## src/rtl/tile_addr_gen.sv

```systemverilog
// ---------------------------------------------------------------------------
// tile_addr_gen
//   Address/control sequencer for a DxD output-stationary systolic array.
//   A job multiplies an MxK matrix A by a KxN matrix B. The output is walked
//   tile by tile (row tiles mt, column tiles nt). Each tile runs four phases:
//     CLEAR : one cycle of sa_rst to zero the array accumulators
//     FEED  : K+2D cycles streaming A/B buffer reads, with skewed lane valids
//     WRITE : D cycles writing one array row per cycle into the C buffer
//     NEXT  : one cycle advancing to the next tile, or on to DONE
//   A job with K, M or N equal to zero goes straight to DONE.
//
// Parameters
//   ARRAY_DIM  systolic array side D (2..16)
//   ADDR_BITS  width of the A/B/C buffer indices (wraps on overflow)
//   DIM_BITS   width of the K/M/N job dimensions
//
// Ports
//   axis_clk     clock, rising edge
//   rst_n        synchronous active-low reset
//   in_valid     start request, honoured only while idle; K/M/N sampled with it
//   K, M, N      reduction depth, A rows, B columns
//   busy         high from the cycle after acceptance through the DONE cycle
//   done         one-cycle completion pulse
//   A_index      A buffer read address
//   B_index      B buffer read address
//   sa_rst       accumulator clear for the array
//   lane_valid   per-lane operand valid, skewed by lane number
//   C_wr_en      C buffer write strobe
//   C_index      C buffer write address
//   C_row        array row being written out
//   perf_cycles  busy-cycle counter
//
// Build option
//   TILE_ADDR_GEN_PERF_EN  when defined, perf_cycles counts busy cycles
//                          (saturating, cleared on job acceptance); when not
//                          defined, perf_cycles is tied to zero.
// ---------------------------------------------------------------------------
module tile_addr_gen #(
    parameter int ARRAY_DIM = 4,
    parameter int ADDR_BITS = 16,
    parameter int DIM_BITS  = 8
) (
    input  logic                         axis_clk,
    input  logic                         rst_n,
    input  logic                         in_valid,
    input  logic [DIM_BITS-1:0]          K,
    input  logic [DIM_BITS-1:0]          M,
    input  logic [DIM_BITS-1:0]          N,
    output logic                         busy,
    output logic                         done,
    output logic [ADDR_BITS-1:0]         A_index,
    output logic [ADDR_BITS-1:0]         B_index,
    output logic                         sa_rst,
    output logic [ARRAY_DIM-1:0]         lane_valid,
    output logic                         C_wr_en,
    output logic [ADDR_BITS-1:0]         C_index,
    output logic [$clog2(ARRAY_DIM)-1:0] C_row,
    output logic [31:0]                  perf_cycles
);

    // Headroom so K+2D-1 and row/column offsets plus D never overflow.
    localparam int T_W   = DIM_BITS + 6;
    localparam int ROW_W = $clog2(ARRAY_DIM);

    typedef enum logic [2:0] {
        S_IDLE, S_CLEAR, S_FEED, S_WRITE, S_NEXT, S_DONE
    } state_t;

    state_t               r_state;
    logic [DIM_BITS-1:0]  r_k, r_m, r_n;
    logic [T_W-1:0]       r_t;
    logic [ROW_W-1:0]     r_r;
    logic [T_W-1:0]       r_mrow;     // mt*D: first A row of the current tile
    logic [T_W-1:0]       r_ncol;     // nt*D: first B column of the current tile
    logic [ADDR_BITS-1:0] r_a_base;   // mt*K
    logic [ADDR_BITS-1:0] r_b_base;   // nt*K
    logic [ADDR_BITS-1:0] r_c_base;   // (mt*NT+nt)*D

    logic [T_W-1:0]       w_t_nxt;
    logic [T_W-1:0]       w_feed_last;
    logic [ROW_W-1:0]     w_r_nxt;
    logic                 w_last_col;
    logic                 w_last_row;
    logic                 w_degenerate;

    // Lane i sees its first operand one read-latency cycle plus i skew cycles
    // after t=0, and stays valid for K cycles.
    function automatic logic [ARRAY_DIM-1:0] lane_mask(input logic [T_W-1:0]      t,
                                                       input logic [DIM_BITS-1:0] k);
        logic [ARRAY_DIM-1:0] m;
        m = '0;
        for (int i = 0; i < ARRAY_DIM; i++) begin
            m[i] = (t >= T_W'(i + 1)) && (t < T_W'(k) + T_W'(i + 1));
        end
        return m;
    endfunction

    assign w_t_nxt      = r_t + 1'b1;
    assign w_feed_last  = T_W'(r_k) + T_W'(2 * ARRAY_DIM - 1);
    assign w_r_nxt      = r_r + 1'b1;
    // Tile walk ends when the next D-wide step would start at or past M / N;
    // equivalent to comparing against ceil(M/D) and ceil(N/D) without a divider.
    assign w_last_col   = (r_ncol + T_W'(ARRAY_DIM)) >= T_W'(r_n);
    assign w_last_row   = (r_mrow + T_W'(ARRAY_DIM)) >= T_W'(r_m);
    assign w_degenerate = (K == '0) || (M == '0) || (N == '0);

    // Outputs are registered: each transition loads the values for the state
    // being entered, so they line up with r_state in the same cycle.
    always_ff @(posedge axis_clk) begin
        if (!rst_n) begin
            r_state    <= S_IDLE;
            r_k        <= '0;
            r_m        <= '0;
            r_n        <= '0;
            r_t        <= '0;
            r_r        <= '0;
            r_mrow     <= '0;
            r_ncol     <= '0;
            r_a_base   <= '0;
            r_b_base   <= '0;
            r_c_base   <= '0;
            busy       <= 1'b0;
            done       <= 1'b0;
            sa_rst     <= 1'b0;
            lane_valid <= '0;
            C_wr_en    <= 1'b0;
            A_index    <= '0;
            B_index    <= '0;
            C_index    <= '0;
            C_row      <= '0;
        end else begin
            sa_rst     <= 1'b0;
            lane_valid <= '0;
            C_wr_en    <= 1'b0;
            done       <= 1'b0;
            case (r_state)
                S_IDLE: begin
                    if (in_valid) begin
                        r_k      <= K;
                        r_m      <= M;
                        r_n      <= N;
                        r_mrow   <= '0;
                        r_ncol   <= '0;
                        r_a_base <= '0;
                        r_b_base <= '0;
                        r_c_base <= '0;
                        busy     <= 1'b1;
                        if (w_degenerate) begin
                            r_state <= S_DONE;
                            done    <= 1'b1;
                        end else begin
                            r_state <= S_CLEAR;
                            sa_rst  <= 1'b1;
                        end
                    end
                end
                S_CLEAR: begin
                    // K is nonzero here, so t=0 always issues a read.
                    r_state <= S_FEED;
                    r_t     <= '0;
                    A_index <= r_a_base;
                    B_index <= r_b_base;
                end
                S_FEED: begin
                    if (r_t == w_feed_last) begin
                        r_state <= S_WRITE;
                        r_r     <= '0;
                        C_wr_en <= 1'b1;
                        C_row   <= '0;
                        C_index <= r_c_base;
                    end else begin
                        r_t        <= w_t_nxt;
                        lane_valid <= lane_mask(w_t_nxt, r_k);
                        // Past the last K element the addresses hold.
                        if (w_t_nxt < T_W'(r_k)) begin
                            A_index <= r_a_base + ADDR_BITS'(w_t_nxt);
                            B_index <= r_b_base + ADDR_BITS'(w_t_nxt);
                        end
                    end
                end
                S_WRITE: begin
                    if (r_r == ROW_W'(ARRAY_DIM - 1)) begin
                        r_state <= S_NEXT;
                    end else begin
                        r_r     <= w_r_nxt;
                        C_wr_en <= 1'b1;
                        C_row   <= w_r_nxt;
                        C_index <= r_c_base + ADDR_BITS'(w_r_nxt);
                    end
                end
                S_NEXT: begin
                    r_c_base <= r_c_base + ADDR_BITS'(ARRAY_DIM);
                    if (w_last_col && w_last_row) begin
                        r_state <= S_DONE;
                        done    <= 1'b1;
                    end else begin
                        r_state <= S_CLEAR;
                        sa_rst  <= 1'b1;
                        if (w_last_col) begin
                            r_ncol   <= '0;
                            r_b_base <= '0;
                            r_mrow   <= r_mrow + T_W'(ARRAY_DIM);
                            r_a_base <= r_a_base + ADDR_BITS'(r_k);
                        end else begin
                            r_ncol   <= r_ncol + T_W'(ARRAY_DIM);
                            r_b_base <= r_b_base + ADDR_BITS'(r_k);
                        end
                    end
                end
                S_DONE: begin
                    r_state <= S_IDLE;
                    busy    <= 1'b0;
                end
                default: begin
                    r_state <= S_IDLE;
                    busy    <= 1'b0;
                end
            endcase
        end
    end

`ifdef TILE_ADDR_GEN_PERF_EN
    logic [31:0] r_perf;

    always_ff @(posedge axis_clk) begin
        if (!rst_n) begin
            r_perf <= '0;
        end else if ((r_state == S_IDLE) && in_valid) begin
            r_perf <= '0;
        end else if (busy && (r_perf != 32'hFFFF_FFFF)) begin
            r_perf <= r_perf + 1'b1;
        end
    end

    assign perf_cycles = r_perf;
`else
    assign perf_cycles = '0;
`endif

endmodule

```

## config.mk

```make
export PLATFORM = sky130hd
export DESIGN_NAME = tile_addr_gen
export DESIGN_NICKNAME = d
export VERILOG_FILES = /design/src/rtl/tile_addr_gen.sv
export SDC_FILE = /design/constraint.sdc
export NUM_CORES = 1
export LEC_CHECK = 0
export CAP_MARGIN = 20
export CORE_MARGIN = 4
export CORE_UTILIZATION = 24
export DETAILED_ROUTE_END_ITERATION = 8
export GPL_TIMING_DRIVEN = 1
export SYNTH_ARGS = -nofsm -noshare
export SYNTH_HDL_FRONTEND = slang
export SYNTH_SLANG_ARGS = --single-unit
```

## constraint.sdc

```tcl
create_clock -name axis_clk -period 7.4 [get_ports axis_clk]
set_clock_uncertainty 0.05 [all_clocks]
set_input_delay 2.22 -clock axis_clk [delete_from_list [all_inputs] [get_ports axis_clk]]
set_output_delay 2.22 -clock axis_clk [all_outputs]
set_load 0.005 [all_outputs]
```

==> summary.md <==
| Metric | Value |
|---|---|
| Status | `finished clean` |
| DRT iter0 DRCs | `673` |
| WS Path Type | `reg2reg` |
| Row count | `around 80` |
| R2R Setup Slk | `between 3000 and 4000 ps` |
| Die span in y | `roughly 230 µm` |
| Total track usage | `about 13%` |
| Sum Neg Setup Slack | `0 ps` |
| Worst reg2reg startpoint | `r_t[0]$_SDFFE_PN0P_` |
| DR WL/cell | `16.34 µm` |
| Reg2Reg Capture Point | `B_index[13]$_SDFFE_PN0P_` |
| CP required | `~7700 ps` |
| Post-synthesis average cell area | `approximately 8.3 µm²` |
| Synth Area in Compound Gates | `a little over a fifth` |
| Netlist cell types | `96` |
| DR vias/cell | `~5` |
| Pin count of the biggest net entering global routing | `66` |
| Dominant synthesized flop cell | `dfxtp_1` |
| Comb power frac | `roughly 19%` |
| # hold bufs at CTS | `0` |
| Placeable Area | `around 49000 µm²` |
| Layout Nets | `between 1500 and 2000` |
| PD cells | `178.9 nW/µm²` |
| Total I/O pin count | `about 120` |
| Register share of total power | `slightly above 40%` |
| Share of the synthesized area in the top cell type | `28.27%` |
| VDD IR max | `about 150 µV` |
| Mapped cell area | `11970 µm²` |
| Initial antenna violation count | `0` |
| Worst min path class | `reg2reg` |
| Fin crit period | `4359 ps` |
| Multiplexer share of the synthesized area | `between 1.5 and 2%` |
| CTS tree | `done` |
| Vias in the first global route | `around 10000` |
| Fmax | `approximately 230 MHz` |
| Sw Share | `between 20 and 30%` |
| Port bufs | `between 80 and 90` |
| Fin Hold WS | `404.2 ps` |
| Slew headroom | `approximately a third` |
| LEAKAGE | `5.270 nW` |
| Starting Density | `24.35%` |
| Max Buffers Root-to-Sink | `2` |
| Antenna diodes | `0` |
| Simple logic cell fraction of the synthesized area | `a little over a fifth` |
| Routed WL | `35370 µm` |
| Layout area overhead | `15.88%` |
| H-tree Lvls | `4` |
| Cells after synthesis | `about 1400` |
| Crit share post-route | `between 50% and 60%` |
| Hold Startpoint | `r_n[4]$_SDFFE_PN0P_` |
| Critical path peak fanout | `9` |
| Clk sinks | `169` |
| CTS root buffer | `clkbuf_16` |
| Detailed-route DRC error count | `0` |
| Max Cap Violations | `0` |
| Most common cell in the netlist | `dfxtp_1` |
| Worst Hold Path Cells | `2` |
| Post-DRT Antenna Nets | `0` |
| Post-synthesis register bit count | `169` |
| Psw | `approximately 0.74 mW` |
| Final hold violations | `0` |
| Setup bufs post-CTS | `0` |
| Synth area leader | `dfxtp_1` |
| XOR/XNOR Fraction of Synth Area | `under 10%` |
| Syn. warnings | `0` |
| Post-CTS sizing | `0` |
| Register area share after synthesis | `~28%` |
| Worst EP arrival | `roughly 4700 ps` |
| Synth top cells by count | `dfxtp_1 (169), nand2_1 (163), ha_1 (115)` |
| Global-route wire length before repair | `around 56000 µm` |
| Worst-margin pin slew | `996.4 ps` |
| Crit. End Element | `flip-flop` |
| Synth Area in Adders | `around 13%` |
| # setup viols final | `0` |
| Largest family of logic cells by synthesized area | `compound AO/OA/AOI/OAI gates` |
| Startpoint Class | `flip-flop` |
| Fraction of layout cells with a size suffix above 1 | `between 7 and 8%` |
| Vias post-DR | `10698` |
| Final GP Congestion | `0.8824` |
| Internal | `about 1.7 mW` |
| Post-DP HPWL | `around 27000 µm` |
| Top area cells in the synthesized netlist | `dfxtp_1 (28%), ha_1 (12%), nand2_1 (5.1%), xnor2_1 (4.7%), a21oi_1 (4.4%)` |
| Detailed Routing Iterations Pass 1 | `5` |
| Unrepaired setup endpoints after global routing | `false` |
| Min-Delay Endpoint | `r_n[4]$_SDFFE_PN0P_` |
| Reg2Reg Depth | `15` |
| Latest clock arrival within the worst-skew pair | `roughly 440 ps` |
| Width of the chip | `approximately 230 µm` |
| Clk slew on worst S/H paths | `70 ps` |
| Die ar. | `~54000 µm²` |
| TritonCTS Buffers | `17` |
| Clock share of power | `40.0%` |
| Congestion Overflow GR | `0` |
| Power Total | `about 2.5 mW` |
| Async set-or-reset flop fraction in the synthesized netlist | `0%` |
| Post-synth EDFFs | `0` |
| Slew Viols, Final | `0` |
-- power groups by stage --
stage / Combinational (mW) / Sequential [mW] / Clock, mW
after floorplan: 0.344 / 1.01 / 0
after global placement: 0.474 / 1.03 / 0
after detailed placement: 0.482 / 1.03 / 0
after CTS: 0.484 / 1.01 / 1.01
after global routing: 0.532 / 1.01 / 1.05
final: 0.481 / 1.01 / 0.992
-- layout by cell type, fill, tap and decap left out, types with 18 or more instances in the layout --
cell,netlist,final
xnor2_1,64,64
o21ai_0,54,54
ha_1,115,115
nand2_1,163,163
mux2i_1,18,18
dfxtp_1,169,169
xor2_1,30,30
nor3_1,54,54
or3_1,20,20
a21o_1,19,19
clkdlybuf4s50_1,0,84
nand4_1,19,19
and3_1,19,19
conb_1,1,33
o21a_1,26,26
nand3_1,50,50
inv_1,47,46
a21oi_1,106,106
nor2_1,106,104
-- logic make-up (layout without fill, tap and decap cells) --
kind of cell / after synthesis / count (layout)
flip-flops: 169 / 169
buffers and inverters: 154 / 182
multiplexers: 19 / 19
other: 1 / 33
AO/OA/AOI/OAI: 362 / 362
AND/OR/NAND/NOR: 522 / 522
XOR/XNOR: 94 / 94
adder cells (fa/ha/maj): 119 / 119
-- worst max-delay path, stage by stage (launching register included) --
cell and delay (ps):
dfxtp_1 620, ha_1 390, nand3_2 200, nor2_1 270, and3_1 210, xnor2_1 170, inv_1 260, ha_1 400
a21o_1 200, a2bb2oi_1 130, a21bo_2 260, o41a_1 340, a21oi_1 190, xnor2_1 200, nand2_1 120, a311oi_2 260
-- stage by stage --
step	worst slack, ps	utilization [%]	cell area [µm²]	std cells
final	3041	28.22	13870	2164
after global routing	2912	28.22	13870	2164
after CTS	2949	28.18	13850	2163
after detailed placement	2498	26.86	13200	2131
after global placement	2522	26.86	13200	2131
after floorplan	3567	-	12090	1472
-- layer usage --
metal	wire length, µm	GRT usage, %	up-vias
li1	-	-	5247
met1	15850	16.92	5090
met2	16810	21.73	319
met3	2004	2.520	42
met4	709	3.326	0
met5	0	0	-
-- registers in the layout, summed over array words and instances, names as in the netlist --
signal      count
A_index        16
B_index        16
C_index        16
r_a_base       16
r_b_base       16
r_c_base       14
r_t            14
r_mrow         12
r_ncol         12
r_k             8
r_m             8
r_n             8
lane_valid      4
r_state         3
r_r             2
C_wr_en         1
busy            1
done            1
sa_rst          1
-- how the worst max path moves through the flow --
stage                                   start                       end  slack (ps)  cells after the start
after floorplan                      in_valid    r_ncol[6]$_SDFFE_PN0P_        3570                      8
after global placement                  rst_n  r_a_base[9]$_SDFFE_PN0P_        2520                      5
after detailed placement                rst_n  r_a_base[9]$_SDFFE_PN0P_        2500                      5
after CTS                               rst_n   B_index[5]$_SDFFE_PN0P_        2950                      5
after global routing      r_t[0]$_SDFFE_PN0P_  B_index[12]$_SDFFE_PN0P_        2910                     12
final                     r_t[0]$_SDFFE_PN0P_  B_index[13]$_SDFFE_PN0P_        3040                     15
-- layout make-up --
type | instances | area (µm²)
clock inverters | 13 | 202.7
fillers | 5185 | 35280
well taps | 664 | 830.8
flip-flops and latches | 169 | 3383
multi-input cells | 1149 | 7844
inverters | 49 | 185.2
repair buffers | 101 | 980.9
clock buffers | 19 | 442.9
(Power assumes the default switching activity.)
